==> src/rtl/pixel_array_ctrl.sv <==
// Pixel array sequencer: erase, expose and ramp conversion, then serial pixel readout over a shared bus.
// Define PIXEL_ARRAY_CTRL_GRAY_EN for a Gray-coded ramp and Gray->binary readback.
module pixel_array_ctrl #(
    parameter int N_PIXELS      = 4,
    parameter int DATA_W        = 8,
    parameter int ERASE_CYCLES  = 5,
    parameter int EXPOSE_CYCLES = 255,
    localparam int IDX_W        = (N_PIXELS > 1) ? $clog2(N_PIXELS) : 1
) (
    input  logic                clk,
    input  logic                reset_n,
    input  logic                start,
    output logic                erase,
    output logic                expose,
    output logic                convert,
    output logic [DATA_W-1:0]   cnt_out,
    output logic                cnt_oe,
    output logic [N_PIXELS-1:0] read,
    input  logic [DATA_W-1:0]   data_in,
    output logic [DATA_W-1:0]   out_data,
    output logic [IDX_W-1:0]    out_idx,
    output logic                out_valid,
    input  logic                out_ready,
    output logic                busy,
    output logic                frame_done
);

    localparam int PH_MAX = (ERASE_CYCLES > EXPOSE_CYCLES) ? ERASE_CYCLES : EXPOSE_CYCLES;
    localparam int PH_W   = (PH_MAX > 1) ? $clog2(PH_MAX) : 1;
    localparam logic [PH_W-1:0]  ERASE_LOAD  = PH_W'(ERASE_CYCLES - 1);
    localparam logic [PH_W-1:0]  EXPOSE_LOAD = PH_W'(EXPOSE_CYCLES - 1);
    localparam logic [IDX_W-1:0] LAST_IDX    = IDX_W'(N_PIXELS - 1);

    typedef enum logic [2:0] {
        S_IDLE,
        S_ERASE,
        S_EXPOSE,
        S_CONVERT,
        S_SETTLE,
        S_HOLD
    } state_t;

    state_t             state;
    state_t             next_state;
    logic [PH_W-1:0]    phase_cnt;
    logic [DATA_W-1:0]  conv_cnt;
    logic [IDX_W-1:0]   pix_idx;
    logic [DATA_W-1:0]  capture_code;
    logic               phase_done;
    logic               conv_last;
    logic               last_pixel;
    logic               handshake;

    assign phase_done = (phase_cnt == '0);
    assign conv_last  = &conv_cnt;
    assign last_pixel = (pix_idx == LAST_IDX);
    assign handshake  = (state == S_HOLD) && out_valid && out_ready;

`ifdef PIXEL_ARRAY_CTRL_GRAY_EN
    function automatic logic [DATA_W-1:0] bin2gray(input logic [DATA_W-1:0] b);
        return b ^ (b >> 1);
    endfunction

    function automatic logic [DATA_W-1:0] gray2bin(input logic [DATA_W-1:0] g);
        logic [DATA_W-1:0] b;
        b[DATA_W-1] = g[DATA_W-1];
        for (int i = DATA_W - 2; i >= 0; i--) begin
            b[i] = b[i+1] ^ g[i];
        end
        return b;
    endfunction

    assign cnt_out      = bin2gray(conv_cnt);
    assign capture_code = gray2bin(data_in);
`else
    assign cnt_out      = conv_cnt;
    assign capture_code = data_in;
`endif

    always_ff @(posedge clk or negedge reset_n) begin
        if (!reset_n) begin
            state <= S_IDLE;
        end else begin
            state <= next_state;
        end
    end

    always_comb begin
        next_state = state;
        erase      = 1'b0;
        expose     = 1'b0;
        convert    = 1'b0;
        cnt_oe     = 1'b0;
        busy       = 1'b1;
        read       = '0;
        case (state)
            S_IDLE: begin
                busy = 1'b0;
                if (start) begin
                    next_state = S_ERASE;
                end
            end
            S_ERASE: begin
                erase = 1'b1;
                if (phase_done) begin
                    next_state = S_EXPOSE;
                end
            end
            S_EXPOSE: begin
                expose = 1'b1;
                if (phase_done) begin
                    next_state = S_CONVERT;
                end
            end
            S_CONVERT: begin
                convert = 1'b1;
                cnt_oe  = 1'b1;
                if (conv_last) begin
                    next_state = S_SETTLE;
                end
            end
            S_SETTLE: begin
                read       = N_PIXELS'(1) << pix_idx;
                next_state = S_HOLD;
            end
            S_HOLD: begin
                read = N_PIXELS'(1) << pix_idx;
                if (handshake) begin
                    next_state = last_pixel ? S_IDLE : S_SETTLE;
                end
            end
            default: begin
                next_state = S_IDLE;
            end
        endcase
    end

    // The ramp counter wraps back to zero on its last cycle, so it reads zero outside conversion.
    always_ff @(posedge clk or negedge reset_n) begin
        if (!reset_n) begin
            phase_cnt  <= '0;
            conv_cnt   <= '0;
            pix_idx    <= '0;
            out_data   <= '0;
            out_idx    <= '0;
            out_valid  <= 1'b0;
            frame_done <= 1'b0;
        end else begin
            frame_done <= 1'b0;
            case (state)
                S_IDLE: begin
                    if (start) begin
                        phase_cnt <= ERASE_LOAD;
                    end
                end
                S_ERASE: begin
                    phase_cnt <= phase_done ? EXPOSE_LOAD : phase_cnt - 1'b1;
                end
                S_EXPOSE: begin
                    if (!phase_done) begin
                        phase_cnt <= phase_cnt - 1'b1;
                    end
                end
                S_CONVERT: begin
                    conv_cnt <= conv_cnt + 1'b1;
                    pix_idx  <= '0;
                end
                S_SETTLE: begin
                    out_data  <= capture_code;
                    out_idx   <= pix_idx;
                    out_valid <= 1'b1;
                end
                S_HOLD: begin
                    if (handshake) begin
                        out_valid <= 1'b0;
                        if (last_pixel) begin
                            frame_done <= 1'b1;
                            pix_idx    <= '0;
                        end else begin
                            pix_idx <= pix_idx + 1'b1;
                        end
                    end
                end
                default: begin
                end
            endcase
        end
    end

endmodule

==> config.mk <==
export PLATFORM = sky130hd
export DESIGN_NAME = pixel_array_ctrl
export DESIGN_NICKNAME = d
export VERILOG_FILES = /design/src/rtl/pixel_array_ctrl.sv
export SDC_FILE = /design/constraint.sdc
export NUM_CORES = 1
export LEC_CHECK = 0
export BUFFER_PORTS_ARGS = -buffer_cell sky130_fd_sc_hd__buf_2
export CAP_MARGIN = 20
export CELL_PAD_IN_SITES_DETAIL_PLACEMENT = 1
export CELL_PAD_IN_SITES_GLOBAL_PLACEMENT = 1
export CORE_MARGIN = 2
export CORE_UTILIZATION = 40
export DETAILED_ROUTE_END_ITERATION = 16
export GPL_ROUTABILITY_DRIVEN = 1
export PLACE_DENSITY = 0.77
export SYNTH_ARGS = -nofsm -noshare
export SYNTH_HDL_FRONTEND = slang
export SYNTH_SLANG_ARGS = --single-unit
==> constraint.sdc <==
create_clock -name clk -period 2.4 [get_ports clk]
set_input_delay 0.48 -clock clk [delete_from_list [all_inputs] [get_ports clk]]
set_output_delay 0.48 -clock clk [all_outputs]
set_load 0.005 [all_outputs]
Word-level counts from Yosys, hierarchy flattened
Cells that the tools add are included.
Widths: inputs -> output; s select.
Word-level totals
  bits in registers: 33
  output and inout port bits: 29
  word-level logic and storage cells: 61
Operators by class
  add/sub/neg operators: 3
  equal/unequal tests: 12
  shifts and indexed selects: 1
  multiplexer cells: 24
  reductions and logical operators: 13
Operators by type and width (number)
  $mux 8: 3
  $pmux 8 s3: 1
  $mux 3: 6
  $pmux 3 s6: 1
  $ne 2x2->1 const B: 6
  $add 8x1->8 const B: 1
  $logic_not 8->1: 1
  $mux 1: 8
  $reduce_and 8->1: 1
  $sub 8x1->8 const B: 1
  $eq 3x2->1 const B: 2
  $eq 3x3->1 const B: 2
  $reduce_and 5->1: 1
  $mux 2: 2
  $mux 4: 1
  $pmux 2 s2: 1
  $reduce_and 2->1: 2
  $reduce_bool 2->1: 2
  $shl 1x2->4 const A: 1
  $eq 3x1->1 const B: 1
  $logic_not 3->1: 1
  $reduce_and 3->1: 1
  $reduce_bool 3->1: 1
  $add 2x1->2 const B: 1
  other kinds (4): 5

Depth between registers and ports, before layout
Gate-level depths: netlist (run 1).
  depth after elaboration: 5
  mapped depth: 6
  gate-level depth less buffers: 6

Worst setup path after synthesis (run 1)
Ideal clock, no wire load.
  kind: reg2reg
  start point: register phase_cnt[0]
  end point: register state[0]
  setup time: 0.128 ns
  arrival time: 1.653 ns
  path slack: 0.619 ns
  cell stages (with the launch flop): 7
  clock period less this slack: 1.781 ns
  path through: dfrtp_1 > inv_1 > ha_1 > or3b_2 > nor2_4 > o221ai_2 > mux2_1
On the way
  cells in the longest elaborated chain, start to end: 3
  elaborated cells on any way between the ends: 4
RTL lines
  from (decl): line 45  | logic [PH_W-1:0] phase_cnt;
  from (signal assigned): line 157  | phase_cnt <= phase_done ? EXPOSE_LOAD : phase_cnt - 1'b1;
  from (signal assigned): line 161  | phase_cnt <= phase_cnt - 1'b1;
  $logic_not 8->1 *: line 54  | assign phase_done = (phase_cnt == '0);
  $ne 2x2->1 (no source line)
  $reduce_and 5->1 (no source line) *
  to (signal assigned): line 84  | state <= next_state;
  to (decl): line 43  | state_t state;
Every way passes the cells marked *; elsewhere a longest branch is shown, timed or not.
A chain may end at the register's enable or synchronous reset.

Final worst setup path (run 1)
  start point: register state[2]
  end point: output read[3]
On the way
  cells in the longest elaborated chain, start to end: 3
  elaborated cells on any way between the ends: 4
RTL lines
  $eq 3x3->1: line 96  | case (state)
  $reduce_or 2->1 (no source line) *
  $mux 4 *
  to (decl): line 18  | output logic [N_PIXELS-1:0] read,
Marks and branches as above.

==> results of run 1 <==
[flip-flops by register name, indices dropped and copies added (netlist names)]
register	flops
state	3
out_valid	1
out_data	8
frame_done	1
out_idx	2
pix_idx	2
phase_cnt	8
cnt_out	8
[per-layer routing]
metal	wire length, um	track usage, %
met5	0	0
met1	1772	22.71
met4	135	9.188
met2	2140	30.69
met3	195	5.339
[metrics by stage]
stage | std cells | setup WS (ps) | area [sq um] | util [%] | hold WS (ps)
after global routing | 256 | 119.0 | 2052 | 50.21 | 304.5
final | 256 | 271.5 | 2052 | 50.21 | 242.6
after CTS | 256 | 240.6 | 2052 | 50.21 | 274.1
after detailed placement | 248 | 408.2 | 1969 | 48.19 | 492.4
after global placement | 248 | 548.3 | 1969 | 48.19 | 478.0
after floorplan | 164 | 619.0 | 1740 | - | 184.4
[where the power goes]
group	total [mW]	switching, mW	internal, mW
logic	1.26	0.682	0.580
clock network	0.396	0.196	0.201
registers	1.01	0.240	0.768
[path summary, 6_finish.rpt]
path	start	slack, ps	to	cells after the start
worst max-delay path	state[2]	270	read[3]	3
worst min-delay path	reset_n	240	phase_cnt[7]	1
worst max register to register	phase_cnt[3]	420	phase_cnt[5]	4
worst min register to register	out_idx[0]	500	out_idx[0]	1
max in group asynchronous	reset_n	1690	out_data[4]	1
min in group clk	data_in[0]	430	out_data[0]	2
[layout make-up]
cell class                      instances  area [sq um]
Clock buffer                            6         72.57
Clock inverter                          2         10.01
Fill cell                             481          2034
Inverter                               10         37.54
Multi-Input combinational cell        114         835.8
Sequential cell                        33         825.8
Tap cell                               50         62.56
Timing Repair Buffer                   41         207.7
[cells by family (layout without fill, tap and decap cells)]
kind of cell	Yosys count	in the layout	synth area share (%)
AOI/OAI and AO/OA	33	33	13.59
xor gates and xnor gates	8	8	4.025
adders and majority gates	7	7	5.032
buffers and inverters	17	59	4.528
DFF	33	33	47.45
muxes	12	12	7.764
and+or+nand+nor	54	54	17.61
[synthesized netlist by cell type (3+ instances only)]
master / count
dfrtp_1: 33
mux2_2: 10
nand2_1: 10
inv_1: 9
a21oi_1: 8
nand3_1: 8
ha_1: 7
nor3_1: 7
nor2_1: 5
and2_1: 4
o21ai_0: 4
xnor2_1: 4
xor2_1: 4
a22oi_1: 3
buf_2: 3
buf_4: 3
o22ai_1: 3
o31ai_1: 3
or3_1: 3
[critical path, cell delays in order (launching register included)]
cell     delay (ps)
dfrtp_1         530
nor2b_1         520
and2_1          210
buf_2           110
==> results.sh, run 1 <==
export IMPL_end_kind="output port"
export IMPL_tightest_slew_ps=703.7
export IMPL_gp_congestion=0.9212
export IMPL_mostFrequentLayoutCell="buf_2"
export IMPL_cts_setup_buffers=0
export IMPL_skew_ps=5.788
export IMPL_cp_arrival_ps=1650
export IMPL_drtIter0Drc=150
export IMPL_netlist_area_sq_um=1740
export IMPL_ys_ff_latch=33
export IMPL_fp_dieH_um=69.96
export IMPL_grt_pass1_wl_um=7265
export IMPL_power_density_nw_per_um2=1300
export IMPL_fin_crit_ps=2129
export IMPL_hold_violations=0
export IMPL_layout_cells_most_common_list="buf_2 (40), dfrtp_1 (33), nand2_1 (10), mux2_2 (10), inv_1 (9)"
export IMPL_synth_fp_nets=183
export IMPL_async_reset_ff_share_pct=100.0
export IMPL_seq_area_frac_synth_pct=47.45
export IMPL_cts_tree="built"
export IMPL_tns_ps=0
export IMPL_synth_top_cell_area_share_pct=47.45
export IMPL_max_clock_freq_ghz=0.4698
export IMPL_antenna_left=0
export IMPL_clockRootBuffer="clkbuf_8"
export IMPL_die_w_um=69.96
export IMPL_yosysUniqueCellTypes=45
export IMPL_antennaDiodeCount=0
export IMPL_cts_buffers=5
export IMPL_vias=1422
export IMPL_core_area_sq_um=4086
export IMPL_leakage_nw=1.012
export IMPL_die_area_sq_um=4894
export IMPL_finalSetupViolations=0
export IMPL_synth_ff_type="dfrtp_1"
export IMPL_row_count=23
export IMPL_syn_avg_cell_area_sq_um=10.61
export IMPL_clkTransAtPathRegs_ps=70
export IMPL_hold_buffers=0
export IMPL_ioPinCount=41
export IMPL_grt_pass1_vias=1534
export IMPL_hp_class="in2async"
export IMPL_first_pass_iters=4
export IMPL_worstSetupPathType="reg2out"
export IMPL_start_util_pct=42.59
export IMPL_insertion_delay_ps=280
export IMPL_antenna_found_initial=0
export IMPL_fin_crit_sh_pct=88.69
export IMPL_status="finished clean"
export IMPL_cts_buffer_depth=2
export IMPL_wire_per_inst_um=16.57
export IMPL_ir_worst_vdd_v=0.0004650
export IMPL_required_ps=1920
export IMPL_crit_path_max_fanout=12
export IMPL_worstSetupStartpointType="flip-flop"
export IMPL_drt_wl_total_um=4243
export IMPL_yosysWarnings=0
export IMPL_rsz0062_at_grt="false"
export IMPL_io_buffer_count=40
export IMPL_grtUsageTotal_pct=18.80
export IMPL_yosys_area_top_type="dfrtp_1"
export IMPL_cts_resized=0
export IMPL_cts_sinks=33
export IMPL_max_slew_margin_rel_pct=52.66
export IMPL_htree_levels=2
export IMPL_drv_cap=0
export IMPL_via_per_inst=5.555
export IMPL_drv_slew=0
export IMPL_nets=224
export IMPL_drive_gt1_share_pct=33.50
export IMPL_synth_area_leaders="dfrtp_1 (47%), mux2_2 (6.5%), ha_1 (5.0%)"
export IMPL_grt_ovfl_total=0
export IMPL_grt_max_degree=34
export IMPL_postSynthCellCount=164
export IMPL_drc=0
export IMPL_synth_edf_count=0
export IMPL_finalPower_mw=2.667
export IMPL_dp_hpwl_um=3251
export IMPL_synthToLayoutAreaGrowth_pct=17.90
No activity file was read; power rests on OpenSTA's default activity.
==> run 2, diff against run 1 <==
- CELL_PAD_IN_SITES_DETAIL_PLACEMENT: 1 -> unset
- CELL_PAD_IN_SITES_GLOBAL_PLACEMENT: 1 -> unset
- PLACE_DENSITY: 0.77 -> 0.62
==> results.sh, run 2 (synthesis gave the netlist of run 1 again) <==
export IMPL_p_clk_share_pct=15.2
export IMPL_cts_tree="built"
export IMPL_mostFrequentLayoutCell="buf_2"
export IMPL_sw_frac_of_total_pct=40.51
export IMPL_first_pass_iters=4
export IMPL_ioPinCount=41
export IMPL_setup_ws_ps=349.8
export IMPL_htree_levels=2
export IMPL_cp_arrival_ps=1570
export IMPL_tns_ps=0
export IMPL_skew_ps=3.915
export IMPL_max_slew_margin_rel_pct=50.60
export IMPL_hold_violations=0
export IMPL_timing_rr_start="phase_cnt[3]"
export IMPL_pwr_share_seq_pct=38.3
export IMPL_core_area_sq_um=4086
export IMPL_drv_cap=0
export IMPL_cts_resized=0
export IMPL_via_per_inst=5.328
export IMPL_synthToLayoutAreaGrowth_pct=17.90
export IMPL_fp_dieH_um=69.96
export IMPL_finalPower_mw=2.597
export IMPL_crit_path_max_fanout=12
export IMPL_power_density_nw_per_um2=1266
export IMPL_die_w_um=69.96
export IMPL_grtUsageTotal_pct=16.26
export IMPL_wire_per_inst_um=14.07
export IMPL_tightest_slew_ps=740.9
export IMPL_grt_max_degree=34
export IMPL_reg2reg_to="phase_cnt[5]"
export IMPL_hold_buffers=0
export IMPL_cp_endpoint="read[2]"
export IMPL_grt_ovfl_total=0
export IMPL_worstSetupPathType="reg2out"
export IMPL_reg2reg_slack_ps=450
export IMPL_fin_crit_sh_pct=85.43
export IMPL_status="finished clean"
export IMPL_cts_buffer_depth=2
export IMPL_rsz0062_at_grt="false"
export IMPL_clkTransAtPathRegs_ps=70
export IMPL_die_area_sq_um=4894
export IMPL_io_buffer_count=40
export IMPL_critPathMaxStageDelay_ps=510
export IMPL_row_count=23
export IMPL_hp_class="in2async"
export IMPL_path_cells="nor2b_1 > and2_1 > buf_2"
export IMPL_pre_cts_ws_ps=483.5
export IMPL_gp_congestion=0.8721
export IMPL_multi_input_area_sq_um=835.8
export IMPL_power_switching_mw=1.052
export IMPL_ir_worst_vdd_v=0.0004047
export IMPL_regArea_sq_um=825.8
export IMPL_pwr_share_comb_pct=46.5
export IMPL_reg2regPathDepth=4
export IMPL_layout_cells_most_common_list="buf_2 (40), dfrtp_1 (33), nand2_1 (10), mux2_2 (10), inv_1 (9)"
export IMPL_slowest_stage="dfrtp_1"
export IMPL_clockRootBuffer="clkbuf_8"
export IMPL_worstSetupStartpointType="flip-flop"
export IMPL_max_clock_freq_ghz=0.4877
export IMPL_end_kind="output port"
export IMPL_cts_setup_buffers=0
export IMPL_fillers=416
export IMPL_drtIter0Drc=47
export IMPL_grt_pass1_wl_um=6320
export IMPL_fin_crit_ps=2050
export IMPL_leakage_nw=1.012
export IMPL_cts_sinks=33
export IMPL_finalSetupViolations=0
export IMPL_grt_pass1_vias=1418
export IMPL_drv_slew=0
export IMPL_drive_gt1_share_pct=33.50
export IMPL_drt_wl_total_um=3602
export IMPL_antenna_found_initial=0
export IMPL_dp_hpwl_um=2690
export IMPL_drc=0
export IMPL_start_util_pct=42.59
export IMPL_required_ps=1920
export IMPL_cts_buffers=5
export IMPL_nets=224
export IMPL_antennaDiodeCount=0
export IMPL_p_int_mw=1.545
export IMPL_antenna_left=0
export IMPL_crit_start="state[2]"
export IMPL_insertion_delay_ps=280
export IMPL_vias=1364
run 2: cell counts in the layout (fill, tap and decap cells not counted):
Identical to the previous run, type by type.
run 2: area by class of cell:
type	instances	area share, %
clock buffer	6	3.537
clock inverter	2	0.4878
inverter	10	1.829
multi-input combinational	114	40.73
sequential	33	40.24
tap	50	3.049
timing repair buffer	41	10.12
run 2: routing by layer:
| layer | track usage (%) | vias to the layer above | wire length (um) | part of all wire (%) |
|---|---|---|---|---|
| li1 | - | 662 | - | - |
| met1 | 18.38 | 668 | 1594 | 44 |
| met2 | 27.09 | 29 | 1767 | 49 |
| met3 | 6.205 | 5 | 181 | 5.0 |
| met4 | 7.479 | 0 | 59 | 1.6 |
| met5 | 0 | - | 0 | 0 |
run 2: power by group through the flow:
| stage | clock network [mW] | registers, mW | logic (mW) |
|---|---|---|---|
| finish | 0.394 | 0.996 | 1.21 |
| global route | 0.445 | 1.04 | 1.36 |
| CTS | 0.414 | 0.996 | 1.22 |
| detailed placement | 0 | 1.01 | 1.21 |
| global placement | 0 | 0.990 | 1.17 |
| floorplan | 0 | 0.943 | 0.929 |
run 2: worst min path at each step:
stage	to	slack, ps	cells past startpoint
CTS	cnt_out[4]	280	1
floorplan	cnt_out[0]	180	0
detailed placement	cnt_out[7]	480	1
global route	phase_cnt[7]	310	1
global placement	cnt_out[4]	480	1
finish	phase_cnt[7]	260	1
run 2: worst max-delay path, delay by kind of cell (launching register included):
kind                   cells  cell delay, ps
buffers and inverters      1             110
flip-flops                 1             510
AND/OR/NAND/NOR            2             680
run 2: metrics by stage:
step / area (sq um) / util [%] / hold slack (ps) / std cells
2_1_floorplan: 1740 / - / 184.4 / 164
3_3_place_gp: 1969 / 48.19 / 478.9 / 248
3_5_place_dp: 1969 / 48.19 / 477.7 / 248
4_1_cts: 2052 / 50.21 / 281.4 / 256
5_1_grt: 2052 / 50.21 / 312.3 / 256
6_report: 2052 / 50.21 / 262.2 / 256
